===== config.mk =====
export PLATFORM = sky130hd
export DESIGN_NAME = fifo_rd_stream
export DESIGN_NICKNAME = d
export VERILOG_FILES = /design/src/rtl/fifo_pkg.sv /design/src/rtl/fifo_skid_buf.sv /design/src/rtl/fifo_rd_stream.sv
export SDC_FILE = /design/constraint.sdc
export NUM_CORES = 1
export LEC_CHECK = 0
export BUFFER_PORTS_ARGS = -buffer_cell sky130_fd_sc_hd__buf_2
export CAP_MARGIN = 10
export CORE_UTILIZATION = 47
export DETAILED_ROUTE_END_ITERATION = 10
export PLACE_DENSITY = 0.78
export SLEW_MARGIN = 15
export SYNTH_ARGS = -nofsm -noshare
export SYNTH_HDL_FRONTEND = slang
export SYNTH_HIERARCHICAL = 1
export SYNTH_SLANG_ARGS = --single-unit

===== constraint.sdc =====
create_clock -name clk -period 2 [get_ports clk]
set_input_delay 0.3 -clock clk [delete_from_list [all_inputs] [get_ports clk]]
set_output_delay 0.3 -clock clk [all_outputs]
set_load 0.05 [all_outputs]

===== src/rtl/fifo_pkg.sv =====
// Shared definitions for the single-clock FIFO and its read-side stream adapter:
// default word width and skid-buffer occupancy encodings.
package fifo_pkg;

    localparam int unsigned FIFO_DW = 8;

    typedef enum logic [1:0] {
        OCC_EMPTY = 2'd0,
        OCC_ONE   = 2'd1,
        OCC_TWO   = 2'd2
    } occ_t;

    function automatic logic [2:0] occ_level(input occ_t o);
        return {1'b0, o};
    endfunction

endpackage


===== src/rtl/fifo_skid_buf.sv =====
// Two-entry in-order skid buffer; head is always entry 0, entry 1 is the tail
// when two words are held. Push into a full buffer without a pop must not occur.
module fifo_skid_buf
    import fifo_pkg::*;
#(
    parameter int unsigned DW = FIFO_DW
) (
    input  logic          clk,
    input  logic          rst,
    input  logic          push,
    input  logic [DW-1:0] push_data,
    input  logic          pop,
    output logic [DW-1:0] head,
    output occ_t          occ
);

    occ_t          occ_nxt;
    logic [DW-1:0] ent0, ent1, ent0_nxt, ent1_nxt;

    always_ff @(posedge clk) begin
        if (rst) begin
            occ  <= OCC_EMPTY;
            ent0 <= '0;
            ent1 <= '0;
        end else begin
            occ  <= occ_nxt;
            ent0 <= ent0_nxt;
            ent1 <= ent1_nxt;
        end
    end

    always_comb begin
        occ_nxt  = occ;
        ent0_nxt = ent0;
        ent1_nxt = ent1;
        case (occ)
            OCC_EMPTY: begin
                if (push) begin
                    ent0_nxt = push_data;
                    occ_nxt  = OCC_ONE;
                end
            end
            OCC_ONE: begin
                case ({push, pop})
                    2'b11: ent0_nxt = push_data;
                    2'b10: begin
                        ent1_nxt = push_data;
                        occ_nxt  = OCC_TWO;
                    end
                    2'b01: occ_nxt = OCC_EMPTY;
                    default: ;
                endcase
            end
            OCC_TWO: begin
                // Pop shifts the tail to the head; a concurrent push refills the tail.
                if (pop) begin
                    ent0_nxt = ent1;
                    if (push) ent1_nxt = push_data;
                    else      occ_nxt  = OCC_ONE;
                end
            end
            default: occ_nxt = OCC_EMPTY;
        endcase
    end

    assign head = ent0;

endmodule


===== src/rtl/fifo_rd_stream.sv =====
// Drains the FIFO read port (data one cycle after rd_en) into a valid/ready stream.
// Define FIFO_RD_STREAM_CNT_EN to add the xfer_count accepted-word counter.
module fifo_rd_stream
    import fifo_pkg::*;
#(
    parameter int unsigned DW = FIFO_DW
`ifdef FIFO_RD_STREAM_CNT_EN
   ,parameter int unsigned CW = 16
`endif
) (
    input  logic          clk,
    input  logic          rst,
    input  logic          fifo_empty,
    input  logic [DW-1:0] fifo_data,
    output logic          fifo_rd_en,
    output logic          m_valid,
    input  logic          m_ready,
    output logic [DW-1:0] m_data
`ifdef FIFO_RD_STREAM_CNT_EN
   ,output logic [CW-1:0] xfer_count
`endif
);

    occ_t       occ;
    logic       pend;
    logic       pop;
    logic [2:0] level;

    assign m_valid = (occ != OCC_EMPTY);
    assign pop     = m_valid & m_ready;

    // Entries held after this edge, counting the word already in flight.
    assign level      = occ_level(occ) + {2'b00, pend} - {2'b00, pop};
    assign fifo_rd_en = !rst && !fifo_empty && (level < 3'd2);

    always_ff @(posedge clk) begin
        if (rst) pend <= 1'b0;
        else     pend <= fifo_rd_en;
    end

    fifo_skid_buf #(
        .DW (DW)
    ) u_skid (
        .clk       (clk),
        .rst       (rst),
        .push      (pend),
        .push_data (fifo_data),
        .pop       (pop),
        .head      (m_data),
        .occ       (occ)
    );

`ifdef FIFO_RD_STREAM_CNT_EN
    always_ff @(posedge clk) begin
        if (rst)      xfer_count <= '0;
        else if (pop) xfer_count <= xfer_count + CW'(1);
    end
`endif

endmodule


==> metrics.md <==
| Metric | Value |
|---|---|
| Result of the run | finished with violations |
| Violations in the final reports | negative setup slack |
| Initial antenna violation count | 0 |
| Share of total power in combinational logic | about two fifths |
| Placed cells | 150 |
| Most common library cell in the layout ignoring fill and taps | sky130_fd_sc_hd__buf_2 |
| Count of final hold-check violations | 0 |
| Worst IR drop on VDD | 0.511 mV |
| Clock transition at path regs | approximately 0.11 ns |
| Slowest cell on crit path | sky130_fd_sc_hd__dfxtp_4 |
| Part of the Yosys area used for sequential elements | a little over a third |
| Placed cell area | 0.00123 mm^2 |
| Clock network fraction of total power | 19.1% |
| Number of DRC violations after detailed routing | 0 |
| Sequential fraction of design power | 41.2% |
| Combined global-route utilization of all metal layers | 20.0% |
| Max Clock Skew | 0.00348 ns |
| Worst endpoint required time | 1.70 ns |
| Vias per std cell | 5.71 |
| Minimum setup slack after placement | -0.464 ns |
| # fillers | approximately 160 |
| Die boundary width | 49.1 um |
| Number of CTS-inserted buffers | 3 |
| Critical Path Fanout Max | 2 |
| Y dimension of the die | 49.1 um |
| Share of final-layout standard cells stronger than drive strength 1 | roughly two fifths |
| Number of flops mapped to enable cells by yosys | 0 |
| TritonCTS clock tree | built |
| Period minus WS final | 2.60 ns |
| Sum of negative setup slack | -0.661 ns |
| # nets final | between 100 and 150 |
| Starting utilization of the core area | a little over 50% |
| Core Area | 0.00202 mm^2 |
| Via count of the first global-routing pass | 772 |
| Overall Power | 1.04 mW |
| Root buffer selected by CTS | sky130_fd_sc_hd__clkbuf_4 |
| Class of the worst hold path | in -> reg |
| Die outline area | ~0.0024 mm^2 |
| Most used cells in the layout excluding fill and tap cells | 20 x sky130_fd_sc_hd__buf_2, 17 x sky130_fd_sc_hd__dfxtp_1, 10 x sky130_fd_sc_hd__a21oi_1 |
| First-pass GRT wire length | between 3000 and 4000 um |
| Drt wl/cell | 14.4 um |
| Number of antenna diodes | 0 |
| Cell type contributing the most total cell area after synthesis | sky130_fd_sc_hd__dfxtp_1 |
| Post-synthesis cell type count | 30 |
| Tightest hold margin | 0.223 ns |
| Highest achievable clock rate | 385 MHz |
| Crit Path Class | reg -> out |
| Max-slew violation count | 0 |
| Number of buffers inserted by port buffering | 21 |
| Post-Syn Area per Cell | approximately 9.9 um^2 |
| Cell-by-cell trace of the critical path | or2_4 -> and2_4 -> ha_4 -> nand2b_4 -> fa_2 -> xor2_2 -> nor4b_4 -> buf_6 |
| Slowest Stage Delay on Critical Path | 0.36 ns |
| Summed instance area of the synthesized netlist | 0.00104 mm^2 |
| DRC violation total after the first TritonRoute iteration | 26 |
| Cells taking the most area after synthesis | sky130_fd_sc_hd__dfxtp_1 36%, sky130_fd_sc_hd__a211oi_2 9.6%, sky130_fd_sc_hd__mux2i_1 7.7% |
| Worst-Skew Late Latency | 0.30 ns |
| Count of synthesis-stage warnings from yosys | 6 |
| Post-Synthesis Net Count | 123 |
| Worst Setup Start Kind | flop |
| Power Internal | about 0.65 mW |
| Setup crit end kind | output port |
| Synthesized netlist cell count | 106 |
| Leakage dissipation | just under 0.6 nW |
| Setup slack of the critical path after layout | -0.599 ns |
| Final setup violation count | 2 |
| Final cell count without fillers | approximately 160 |
| Kind of cell adding the most delay to the critical path | simple AND/OR/NAND/NOR gates |
| Detailed placement HPWL | 1590 um |
| Core utilization of the finished layout | 63.9% |
| Area share of the largest cell type after synthesis | ~36% |
| Net switching power of the design | 0.398 mW |
| Global placement routability congestion | between 0.7 and 0.8 |
| Net Sw Frac | 38.1% |
| Part of the cycle the worst path needs | 130% |
| Maximum level of the CTS H-tree | 1 |
| # Max-Cap Violations | 0 |
| Via count | 890 |
| RSZ-0062 raised after global routing | true |
| Largest net degree at the start of global routing | 21 |
| Areal power density over the cells | 808 mW/mm^2 |
| Layout overhead on the synthesized area | 23.7% |
| First drt pass iteration count | 4 |
| Clock Sinks | 19 |
| Worst slew margin relative to its limit | 67.2% |
| Crit path buf inv count | 1 |
| Post-detailed-route count of antenna-violating nets | 0 |
| Final cell area excluding filler cells | 0.00129 mm^2 |
| Prevailing post-synth register cell | sky130_fd_sc_hd__dfxtp_1 |
| Count of state elements after synthesis | 19 |
| Worst endpoint data arrival time | 2.30 ns |
| Number of rows in the core area | 16 |
| I/O pins | 22 |
| Total length of routed wires | ~2200 um |
| Remaining global-route overflow | 0 |
| Maximum buffer depth of the clock tree | 2 |
| Slew at the pin closest to its max-slew limit | 0.491 ns |
| Async set or reset register ratio after synthesis | 0% |
worst reg2reg max path, stage by stage, from the launching register on:
cell                       delay (ns)
sky130_fd_sc_hd__dfxtp_4         0.36
sky130_fd_sc_hd__or2_4           0.24
sky130_fd_sc_hd__and2_4          0.15
sky130_fd_sc_hd__ha_4            0.20
sky130_fd_sc_hd__nand2b_4        0.13
sky130_fd_sc_hd__fa_2            0.34
sky130_fd_sc_hd__xor2_2          0.17
sky130_fd_sc_hd__buf_4           0.15
sky130_fd_sc_hd__nor4b_4         0.25
cell type report:
class | count | area, um^2 | share of cell area (%)
multi-input combinational | 75 | 674 | 52.2
sequential | 19 | 385 | 29.8
timing repair buffer | 27 | 156 | 12.1
tap | 27 | 33.8 | 2.61
clock buffer | 3 | 22.5 | 1.74
inverter | 4 | 15.0 | 1.16
clock inverter | 1 | 5.00 | 0.387
power by group through the flow:
stage | sequential (mW) | clock [mW] | combinational (mW)
4_1_cts | 0.430 | 0.214 | 0.402
5_1_grt | 0.434 | 0.227 | 0.442
2_1_floorplan | 0.530 | 0 | 0.214
6_report | 0.430 | 0.199 | 0.414
3_5_place_dp | 0.438 | 0 | 0.393
3_3_place_gp | 0.437 | 0 | 0.380
per-layer routing:
metal | wire length [um] | up-vias | global-route usage (%) | share of wire, %
met4 | 17 | 0 | 5.88 | 0.76
met3 | 125 | 4 | 6.23 | 5.6
li1 | - | 444 | - | -
met2 | 1190 | 30 | 34.2 | 53
met1 | 905 | 412 | 23.7 | 40
met5 | 0 | - | 0 | 0
synth_stat cells, drive strengths merged (2+ instances only):
cell	count
dfxtp	19
a211oi	16
a21oi	10
o21ai	9
mux2i	8
nand3	8
clkbuf	5
ha	4
inv	4
and3b	3
buf	3
a21o	2
nand3b	2
nor4b	2
state kept, by name, indices dropped and copies added (netlist names):
register     flops
u_skid/head      8
pend             1
u_skid/ent1      8
u_skid/occ       2
cells by family (layout without fill, tap and decap cells):
group,count (synthesis),count (layout),synth area share (%)
flops,19,19,36.4
xor+xnor,1,1,0.838
mux,9,9,9.10
compound gates,37,37,26.6
simple gates,23,23,15.1
buf+inv,12,35,5.27
fa+ha+maj,5,5,6.71
final timing paths:
| kind | startpoint | to | slack [ns] | depth (start not counted) |
|---|---|---|---|---|
| max reg2reg | u_skid/occ[1] | pend | -0.06 | 8 |
| max | u_skid/occ[1] | fifo_rd_en | -0.60 | 8 |
| min reg2reg | u_skid/ent1[1] | u_skid/ent1[1] | 0.47 | 2 |
| min | fifo_empty | pend | 0.22 | 2 |
what timing repair did:
action | 4_1_cts | 5_1_grt
setup endpoints to repair | 1 | 2
gates resized for setup | 2 | 2
buffers inserted | 1 | 1
gates cloned | 0 | 0
pin swaps | 3 | 1
hold buffers | 0 | 0
Power figures use the tool's default switching activity.
